## src/rtl/color_pkg.sv

```systemverilog
// Shared colour types, the power-on palette and the fade helper for the
// layered colour mapper.
package color_pkg;

  typedef struct packed {
    logic [7:0] r;
    logic [7:0] g;
    logic [7:0] b;
  } rgb_t;

  localparam int unsigned DEFAULT_DEPTH = 16;

  localparam rgb_t DEFAULT_PALETTE [DEFAULT_DEPTH] = '{
    24'hFF00FF, 24'h2D2D0C, 24'h282807, 24'h202000,
    24'h000000, 24'h570C0C, 24'hD21212, 24'hFF0000,
    24'hFFD400, 24'hFF9800, 24'hFF3300, 24'hF73C04,
    24'hCE0000, 24'h8F5600, 24'h4F2F00, 24'h6F5B00
  };

  // Reset value for palette slot i; slots beyond the default table are black.
  function automatic logic [23:0] default_entry(input int unsigned i);
    logic [3:0] k;
    k = i[3:0];
    if (i < DEFAULT_DEPTH) return DEFAULT_PALETTE[k];
    return '0;
  endfunction

  // Logical right shift of one channel; channels up to 32 bits wide.
  function automatic logic [31:0] fade_ch(input logic [31:0] c, input logic [2:0] s);
    return c >> s;
  endfunction

endpackage

```

## src/rtl/palette_ram.sv

```systemverilog
// Register-array palette: reset-initialised, one write port, one
// asynchronous read port with write-first bypass.
import color_pkg::*;

module palette_ram #(
  parameter int unsigned IDX_W  = 4,
  parameter int unsigned DATA_W = 24
) (
  input  logic              clk,
  input  logic              reset_n,
  input  logic              we,
  input  logic [IDX_W-1:0]  waddr,
  input  logic [DATA_W-1:0] wdata,
  input  logic [IDX_W-1:0]  raddr,
  output logic [DATA_W-1:0] rdata
);

  localparam int unsigned DEPTH = 2 ** IDX_W;

  logic [DATA_W-1:0] mem [DEPTH];

  // Storage: reset loads the default table and wins over a concurrent write.
  always_ff @(posedge clk) begin
    if (!reset_n) begin
      for (int unsigned i = 0; i < DEPTH; i++) begin
        mem[i] <= DATA_W'(default_entry(i));
      end
    end else if (we) begin
      mem[waddr] <= wdata;
    end
  end

  // Read port: a same-cycle write to the read address is forwarded.
  always_comb begin
    rdata = mem[raddr];
    if (we && (waddr == raddr)) rdata = wdata;
  end

endmodule

```

## src/rtl/layered_color_mapper.sv

```systemverilog
// Composites NUM_LAYERS sprite layers over a background index, looks up a
// writable palette, applies layer-0 flash and global fade. Fixed 2-cycle
// latency with coordinates and valid carried alongside.
import color_pkg::*;

module layered_color_mapper #(
  parameter int unsigned             NUM_LAYERS      = 4,
  parameter int unsigned             IDX_W           = 4,
  parameter int unsigned             COLOR_W         = 8,
  parameter logic [IDX_W-1:0]        TRANSPARENT_IDX = '0,
  parameter int unsigned             FLASH_FRAMES    = 4,
  parameter logic [3*COLOR_W-1:0]    FLASH_COLOR     = 24'hFFFFFF
) (
  input  logic                        Clk,
  input  logic                        Reset_n,
  input  logic                        pix_valid,
  input  logic                        frame_start,
  input  logic [9:0]                  DrawX,
  input  logic [9:0]                  DrawY,
  input  logic [NUM_LAYERS-1:0]       layer_hit,
  input  logic [NUM_LAYERS*IDX_W-1:0] layer_idx,
  input  logic [IDX_W-1:0]            bg_idx,
  input  logic                        pal_we,
  input  logic [IDX_W-1:0]            pal_waddr,
  input  logic [3*COLOR_W-1:0]        pal_wdata,
  input  logic [2:0]                  fade_shift,
  input  logic                        flash_en,
  output logic                        out_valid,
  output logic [9:0]                  out_x,
  output logic [9:0]                  out_y,
  output logic [COLOR_W-1:0]          VGA_R,
  output logic [COLOR_W-1:0]          VGA_G,
  output logic [COLOR_W-1:0]          VGA_B
);

  localparam int unsigned CNT_W = (FLASH_FRAMES > 1) ? $clog2(FLASH_FRAMES) : 1;
  localparam int unsigned PAL_W = 3 * COLOR_W;

  logic               found;
  logic [IDX_W-1:0]   sel_idx;
  logic               sel_l0;

  logic               s1_valid;
  logic [9:0]         s1_x;
  logic [9:0]         s1_y;
  logic [IDX_W-1:0]   s1_idx;
  logic               s1_l0;

  logic [CNT_W-1:0]   flash_cnt;
  logic               flash_phase;

  logic [PAL_W-1:0]   pal_rdata;
  logic [PAL_W-1:0]   rgb;
  logic [COLOR_W-1:0] ch_r;
  logic [COLOR_W-1:0] ch_g;
  logic [COLOR_W-1:0] ch_b;

  palette_ram #(
    .IDX_W  (IDX_W),
    .DATA_W (PAL_W)
  ) u_palette (
    .clk     (Clk),
    .reset_n (Reset_n),
    .we      (pal_we),
    .waddr   (pal_waddr),
    .wdata   (pal_wdata),
    .raddr   (s1_idx),
    .rdata   (pal_rdata)
  );

  // Priority select: first opaque hit from layer 0 upward, else background.
  always_comb begin
    found   = 1'b0;
    sel_idx = bg_idx;
    sel_l0  = 1'b0;
    for (int unsigned i = 0; i < NUM_LAYERS; i++) begin
      if (!found && layer_hit[i] &&
          (layer_idx[i*IDX_W +: IDX_W] != TRANSPARENT_IDX)) begin
        found   = 1'b1;
        sel_idx = layer_idx[i*IDX_W +: IDX_W];
        sel_l0  = (i == 0);
      end
    end
  end

  // Stage 1 register: winning index plus pixel attributes.
  always_ff @(posedge Clk) begin
    if (!Reset_n) begin
      s1_valid <= 1'b0;
      s1_x     <= '0;
      s1_y     <= '0;
      s1_idx   <= '0;
      s1_l0    <= 1'b0;
    end else begin
      s1_valid <= pix_valid;
      s1_x     <= DrawX;
      s1_y     <= DrawY;
      s1_idx   <= sel_idx;
      s1_l0    <= sel_l0;
    end
  end

  // Flash timing: counts frames while enabled; disable clears immediately.
  always_ff @(posedge Clk) begin
    if (!Reset_n || !flash_en) begin
      flash_cnt   <= '0;
      flash_phase <= 1'b0;
    end else if (frame_start) begin
      if (flash_cnt == CNT_W'(FLASH_FRAMES - 1)) begin
        flash_cnt   <= '0;
        flash_phase <= ~flash_phase;
      end else begin
        flash_cnt <= flash_cnt + CNT_W'(1);
      end
    end
  end

  // Stage 2 colour: palette or flash override, then per-channel fade.
  always_comb begin
    rgb = pal_rdata;
    if (s1_l0 && flash_en && flash_phase) rgb = FLASH_COLOR;
    ch_r = COLOR_W'(fade_ch(32'(rgb[3*COLOR_W-1 -: COLOR_W]), fade_shift));
    ch_g = COLOR_W'(fade_ch(32'(rgb[2*COLOR_W-1 -: COLOR_W]), fade_shift));
    ch_b = COLOR_W'(fade_ch(32'(rgb[COLOR_W-1 -: COLOR_W]), fade_shift));
  end

  // Stage 2 register: outputs, with RGB blanked outside the active region.
  always_ff @(posedge Clk) begin
    if (!Reset_n) begin
      out_valid <= 1'b0;
      out_x     <= '0;
      out_y     <= '0;
      VGA_R     <= '0;
      VGA_G     <= '0;
      VGA_B     <= '0;
    end else begin
      out_valid <= s1_valid;
      out_x     <= s1_x;
      out_y     <= s1_y;
      VGA_R     <= s1_valid ? ch_r : '0;
      VGA_G     <= s1_valid ? ch_g : '0;
      VGA_B     <= s1_valid ? ch_b : '0;
    end
  end

endmodule

```

## config.mk

```make
export PLATFORM = sky130hd
export DESIGN_NAME = layered_color_mapper
export DESIGN_NICKNAME = d
export VERILOG_FILES = /design/src/rtl/color_pkg.sv /design/src/rtl/palette_ram.sv /design/src/rtl/layered_color_mapper.sv
export SDC_FILE = /design/constraint.sdc
export NUM_CORES = 1
export LEC_CHECK = 0
export CAP_MARGIN = 5
export CORE_MARGIN = 2
export CORE_UTILIZATION = 50
export CTS_CLUSTER_SIZE = 25
export DETAILED_ROUTE_END_ITERATION = 7
export PLACE_DENSITY = 0.66
export SLEW_MARGIN = 5
export SYNTH_ARGS = -nofsm -noshare
export SYNTH_HDL_FRONTEND = slang
export SYNTH_SLANG_ARGS = --single-unit
```

## constraint.sdc

```tcl
create_clock -name Clk -period 8.46 [get_ports Clk]
set_input_delay 0.846 -clock Clk [delete_from_list [all_inputs] [get_ports Clk]]
set_output_delay 0.846 -clock Clk [all_outputs]
set_load 0.005 [all_outputs]
```

==> results of run 1 <==
## cells in the mapped netlist, drive strengths merged (6+ instances only)
cell,n
a211o,7
a211oi,14
a21oi,25
a22oi,30
and2,220
and3,23
buf,30
clkbuf,105
clkinv,6
dfxtp,74
edfxtp,384
inv,8
mux2,11
mux2i,19
mux4,91
nand2,84
nand2b,28
nand3,23
nor2,62
nor2b,11
nor3,53
nor4,10
o21ai,19
o22ai,17
or2,11
or3,91
## logic make-up after synthesis
family | after synthesis
compound gates | 156
mux | 121
buf+inv | 149
flops | 458
fa+ha+maj | 1
xor+xnor | 5
simple gates | 619
## how the worst min path moves through the flow
stage          slack, ns             endpoint  depth (start not counted)               start
2_1_floorplan       0.41  out_x[0]$_SDFF_PN0_                          1  s1_x[0]$_SDFF_PN0_
3_3_place_gp        0.41  out_x[6]$_SDFF_PN0_                          1  s1_x[6]$_SDFF_PN0_
3_5_place_dp        0.42  out_y[9]$_SDFF_PN0_                          1  s1_y[9]$_SDFF_PN0_
4_1_cts             0.43  out_x[4]$_SDFF_PN0_                          1  s1_x[4]$_SDFF_PN0_
5_1_grt             0.45  out_x[8]$_SDFF_PN0_                          1  s1_x[8]$_SDFF_PN0_
6_report            0.43  out_x[4]$_SDFF_PN0_                          1  s1_x[4]$_SDFF_PN0_
## through the flow
step	util [%]	setup slack (ns)	total power [µW]	instances
floorplan	-	4.675	3034	1509
global placement	54.87	3.576	3292	2081
detailed placement	54.87	3.549	3297	2081
CTS	58.43	4.182	5240	2167
global route	58.44	4.302	5379	2167
finish	58.44	4.478	5232	2167
## routing by layer
| metal | up-vias | track usage [%] | share of wire [%] |
|---|---|---|---|
| met4 | 0 | 9.286 | 3.1 |
| met5 | - | 0 | 0 |
| met3 | 120 | 5.943 | 11 |
| met2 | 833 | 42.30 | 46 |
| li1 | 5849 | - | - |
| met1 | 6888 | 38.86 | 40 |
## registers in the layout (all words and copies together) (netlist names)
signal / flops
out_y: 10
VGA_R: 8
s1_valid: 1
flash_phase: 1
flash_cnt: 2
s1_y: 10
s1_x: 10
VGA_B: 8
u_palette.mem: 384
s1_l0: 1
VGA_G: 8
out_x: 10
out_valid: 1
s1_idx: 4
## cell type report
cell class              instances  area [µm²]  share of cell area, %
clock buffers                  59        1271                  5.328
clock inverters                27       183.9                 0.7708
inverters                      14       52.55                 0.2202
multi-input cells             902        7044                  29.52
flip-flops and latches        458       13020                  54.57
well taps                     532       665.6                  2.790
repair buffers                175        1622                  6.796
## power by group
part           internal [µW]  total [µW]  switching, µW
Combinational            260         637            377
Sequential              2560        2630           60.9
Clock                   1100        1970            871
Total                   3920        5230           1310
## worst max-delay path, delay by kind of cell
family,cells,cell delay [ns]
buffers and inverters,1,0.65
and+or+nand+nor,5,2.65
==> flow_metrics.py, run 1 <==
metrics = {
    "outcome": {
        "status": "finished clean",
    },
    "critical_path": {
        "crit_type": "in -> reg",
        "crit_top_cell": "nand2_1",
        "worstSetupEndpointType": "register",
        "crit_end": "u_palette.mem[8][14]$_SDFFCE_PN1P_",
        "reg2reg_depth": 8,
        "cp-start-kind": "input port",
        "slowest_delay_ns": 0.95,
        "worstReg2RegStart": "s1_idx[0]$_SDFF_PN0_",
        "cp_slowest_cell": "and2_0",
        "path_max_fanout": 24,
        "crit_chain": "clkdlybuf4s50_1 > nand2_1 > nor2_1 > and2_0 > nand2_1 > nand2_2",
        "cp.required_ns": 8.66,
        "cp-startpoint": "pal_we",
        "regToRegSetupSlack_ns": 4.51,
        "r2r_end": "VGA_R[3]$_SDFF_PN0_",
        "cp.arrival_ns": 4.18,
    },
    "cells_and_area": {
        "drive_gt1_share_pct": 15.05,
        "diodes": 0,
        "layout_commonest_cell": "edfxtp_1",
        "fillers": 3177,
        "layout_common_cells": "384 x edfxtp_1, 219 x and2_1, 124 x clkdlybuf4s50_1",
        "syn_to_final_growth_pct": 15.61,
        "fin_nets": 1680,
        "finalInstanceArea_mm2": 0.02386,
    },
    "floorplanning": {
        "rows": 74,
        "initial_core_util_pct": 50.55,
        "fp.coreArea_mm2": 0.04083,
        "die_h_um": 207.2,
        "die_area_mm2": 0.04292,
        "die_x_um": 207.2,
        "pin_count": 126,
    },
    "clocking": {
        "path_clk_slew_ns": 0.06,
        "postCtsSetupBuffers": 0,
        "cts-root-buf": "clkbuf_16",
        "htree_levels": 2,
        "cts.sinks": 458,
        "worstSkewPairLatency_ns": 0.60,
        "numCtsBuffers": 47,
        "holdBufCountCts": 0,
        "cts_buffer_depth": 3,
        "cts_tree": "built",
        "cts-resized-gates": 0,
    },
    "yosys": {
        "yosysUniqueCellTypes": 57,
        "syn-num-nets": 1591,
        "synthArstFlopShare_pct": 0,
        "syn_avg_cell_area_um2": 13.68,
        "synth.mux.area_fraction_pct": 11.60,
        "synthesis.yosys.warnings": 0,
        "synth_top_family_by_area": "simple AND/OR/NAND/NOR gates",
        "synthAdderAreaFrac_pct": 0.06062,
        "synth-compound-area-share_pct": 5.329,
        "synth_top_cell_area_share_pct": 55.87,
        "synth_area_mm2": 0.02064,
        "synthCells": 1509,
        "synth-simple-area-share_pct": 16.54,
        "ys.flop_type": "edfxtp_1",
        "synth_edf_count": 384,
        "synth_seq_cells": 458,
        "synthTopCellsByArea": "edfxtp_1 56%, mux4_2 9.1%, dfxtp_1 7.2%",
        "ys_seq_area_share_pct": 63.05,
        "synth_top_area_cell": "edfxtp_1",
        "synth-xor-area-share_pct": 0.2122,
    },
    "power": {
        "pwr_density_cell_mw_per_mm2": 219.3,
        "leakage_uw": 0.008030,
        "irDropWorstVdd_uv": 154.5,
    },
    "routing": {
        "drcViolationCount": 0,
        "dr.first_iter.drc_count": 1771,
        "drt_wl_total_um": 58730,
        "via_per_inst": 6.317,
        "num_vias": 13690,
        "post_drt_wl_per_cell_um": 27.10,
        "drt_pass1_iterations": 6,
        "detail-route-antenna-nets": 0,
    },
    "grt": {
        "gr-usage-all-layers_pct": 27.41,
        "grt_pass1_vias": 13393,
        "grt_pass1_wl_um": 87660,
        "overflow": 0,
        "grt_start_max_net_pins": 56,
        "antenna_found_initial": 3,
    },
    "timing": {
        "min_period_ns": 3.982,
        "slew_violations": 0,
        "tns_ns": 0,
        "rsz0062_at_grt": "false",
        "fin_crit_sh_pct": 47.07,
        "tightest_slew_ns": 1.371,
        "setup_viol": 0,
        "slew_headroom_pct": 8.258,
        "fin_worst_skew_ns": 0.02872,
        "timing.fmax_mhz": 251.1,
        "hold_viol_final": 0,
        "timing.hold.ws_ns": 0.4281,
    },
    "placement": {
        "io_buffers": 125,
        "place_area_mm2": 0.02240,
        "dpl.hpwl_um": 37430,
        "globalplace.congestion": 0.9518,
    },
    "job": {
        "cap_viol_max_count": 0,
    },
    "worst_hold_path": {
        "hp-class": "reg -> reg",
    },
}
Power figures use the tool's default switching activity.
==> run 2, diff against run 1 <==
==> constraint.sdc (replaced) <==
create_clock -name Clk -period 3.9 [get_ports Clk]
set_input_delay 0.39 -clock Clk [delete_from_list [all_inputs] [get_ports Clk]]
set_output_delay 0.39 -clock Clk [all_outputs]
set_load 0.005 [all_outputs]
==> run 2 against run 1 <==
  * Setup slack lost 3.9 ns
  * Non-clock buffer count is 45 higher
  * Combinational power is 130% higher
  * Via count up 1.8%
  * Clock power rose by 130%
  * Global-route usage is 1.7 points higher
  * Clock-buffer cell count grew 1
==> flow_metrics.py, run 2 (same netlist as run 1, synthesis figures left out) <==
metrics = {
    "outcome": {
        "status": "finished clean",
    },
    "floorplanning": {
        "rows": 74,
        "die_h_um": 207.2,
        "initial_core_util_pct": 50.55,
        "die_area_mm2": 0.04292,
        "die_x_um": 207.2,
        "fp.coreArea_mm2": 0.04083,
        "pin_count": 126,
    },
    "placement": {
        "place_area_mm2": 0.02280,
        "io_buffers": 125,
        "dpl.hpwl_um": 40080,
        "globalplace.congestion": 0.9945,
        "dp_slack_ns": 0.5730,
    },
    "power": {
        "irDropWorstVdd_uv": 289.0,
        "pwr_density_cell_mw_per_mm2": 479.8,
        "leakage_uw": 0.008323,
        "p_total_uw": 11680,
    },
    "timing": {
        "setup_ws_ns": 0.5567,
        "min_period_ns": 3.343,
        "slew_violations": 0,
        "setup_viol": 0,
        "fin_crit_sh_pct": 85.73,
        "timing.fmax_mhz": 299.1,
        "slew_headroom_pct": 33.59,
        "tns_ns": 0,
        "hold_viol_final": 0,
        "tightest_slew_ns": 0.9960,
        "rsz0062_at_grt": "false",
        "fin_worst_skew_ns": 0.02198,
    },
    "clocking": {
        "cts-resized-gates": 0,
        "cts_tree": "built",
        "holdBufCountCts": 0,
        "cts_buffer_depth": 3,
        "postCtsSetupBuffers": 0,
        "htree_levels": 2,
        "path_clk_slew_ns": 0.06,
        "cts.sinks": 458,
        "numCtsBuffers": 47,
        "worstSkewPairLatency_ns": 0.59,
        "cts-root-buf": "clkbuf_16",
    },
    "job": {
        "cap_viol_max_count": 0,
    },
    "grt": {
        "grt_pass1_vias": 13883,
        "antenna_found_initial": 3,
        "grt_start_max_net_pins": 46,
        "gr-usage-all-layers_pct": 29.12,
        "grt_pass1_wl_um": 91640,
        "overflow": 0,
    },
    "routing": {
        "post_drt_wl_per_cell_um": 28.20,
        "num_vias": 13932,
        "via_per_inst": 6.301,
        "detail-route-antenna-nets": 0,
        "drt_pass1_iterations": 5,
        "drcViolationCount": 0,
        "dr.first_iter.drc_count": 1886,
        "drt_wl_total_um": 62360,
    },
    "critical_path": {
        "cp.required_ns": 4.39,
        "cp.arrival_ns": 3.83,
        "path_max_fanout": 38,
        "crit_type": "reg -> reg",
        "worstSetupEndpointType": "register",
        "cp-start-kind": "register",
    },
    "cells_and_area": {
        "drive_gt1_share_pct": 17.39,
        "finalInstanceArea_mm2": 0.02435,
        "layout_commonest_cell": "edfxtp_1",
        "fillers": 3210,
        "largest_register": "u_palette.mem",
        "diodes": 0,
        "fin_nets": 1725,
        "syn_to_final_growth_pct": 17.98,
        "layout_common_cells": "384 x edfxtp_1, 219 x and2_1, 124 x clkdlybuf4s50_1",
        "largest_register_ffs": 384,
    },
    "worst_hold_path": {
        "hp-class": "in -> reg",
    },
}
-- run 2: changes by cell type in the layout (fill, tap and decap cells not counted), moves of 2 or more --
cell | previous run | this run
buf_4 | 50 | 90
clkinv_8 | 2 | 0
bufinv_16 | 1 | 5
clkinv_1 | 22 | 18
inv_6 | 0 | 2
buf_12 | 0 | 5
-- run 2: report_power, final --
part	internal (µW)	leakage, µW	switching (µW)
Clock	2660	0.000754	1910
Combinational	595	0.00323	844
Sequential	5560	0.00434	111
-- run 2: path summary, 6_finish.rpt --
kind | startpoint | to | slack, ns | cells past startpoint
hold / removal | DrawY[8] | s1_y[8]$_SDFF_PN0_ | 0.38 | 2
setup reg to reg | s1_idx[0]$_SDFF_PN0_ | VGA_R[2]$_SDFF_PN0_ | 0.56 | 8
setup / recovery | s1_idx[0]$_SDFF_PN0_ | VGA_R[2]$_SDFF_PN0_ | 0.56 | 8
hold reg to reg | s1_y[5]$_SDFF_PN0_ | out_y[5]$_SDFF_PN0_ | 0.43 | 1
-- run 2: cell type report --
type | count | area (µm²) | share of cell area, %
Tap cell | 532 | 665.6 | 2.734
Inverter | 14 | 52.55 | 0.2158
Multi-Input combinational cell | 902 | 7042 | 28.92
Timing Repair Buffer | 220 | 2022 | 8.304
Sequential cell | 458 | 13020 | 53.48
Clock inverter | 25 | 260.3 | 1.069
Clock buffer | 60 | 1286 | 5.282
-- run 2: critical path, cell delays in order (launching register included) --
cell and delay (ns):
dfxtp_4 0.86, buf_4 0.46, mux4_2 0.28, o22ai_1 0.09
a211oi_1 0.46, a21oi_1 0.16, mux2_2 0.35, a211o_1 0.32
a221oi_2 0.26
-- run 2: through the flow --
step | cells | hold slack, ns | util (%)
detailed placement | 2126 | 0.4169 | 55.85
CTS | 2211 | 0.3518 | 59.63
global placement | 2126 | 0.4137 | 55.85
floorplan | 1509 | 0.4119 | -
finish | 2211 | 0.3775 | 59.63
global route | 2211 | 0.3676 | 59.63
-- run 2: routing by layer --
| metal | wire (µm) | share of wire (%) | up-vias | track usage, % |
|---|---|---|---|---|
| li1 | - | - | 5933 | - |
| met3 | 6802 | 11 | 163 | 6.625 |
| met4 | 2550 | 4.1 | 2 | 12.09 |
| met2 | 28560 | 46 | 869 | 44.17 |
| met5 | 13 | 0.021 | - | 0 |
| met1 | 24430 | 39 | 6965 | 40.82 |
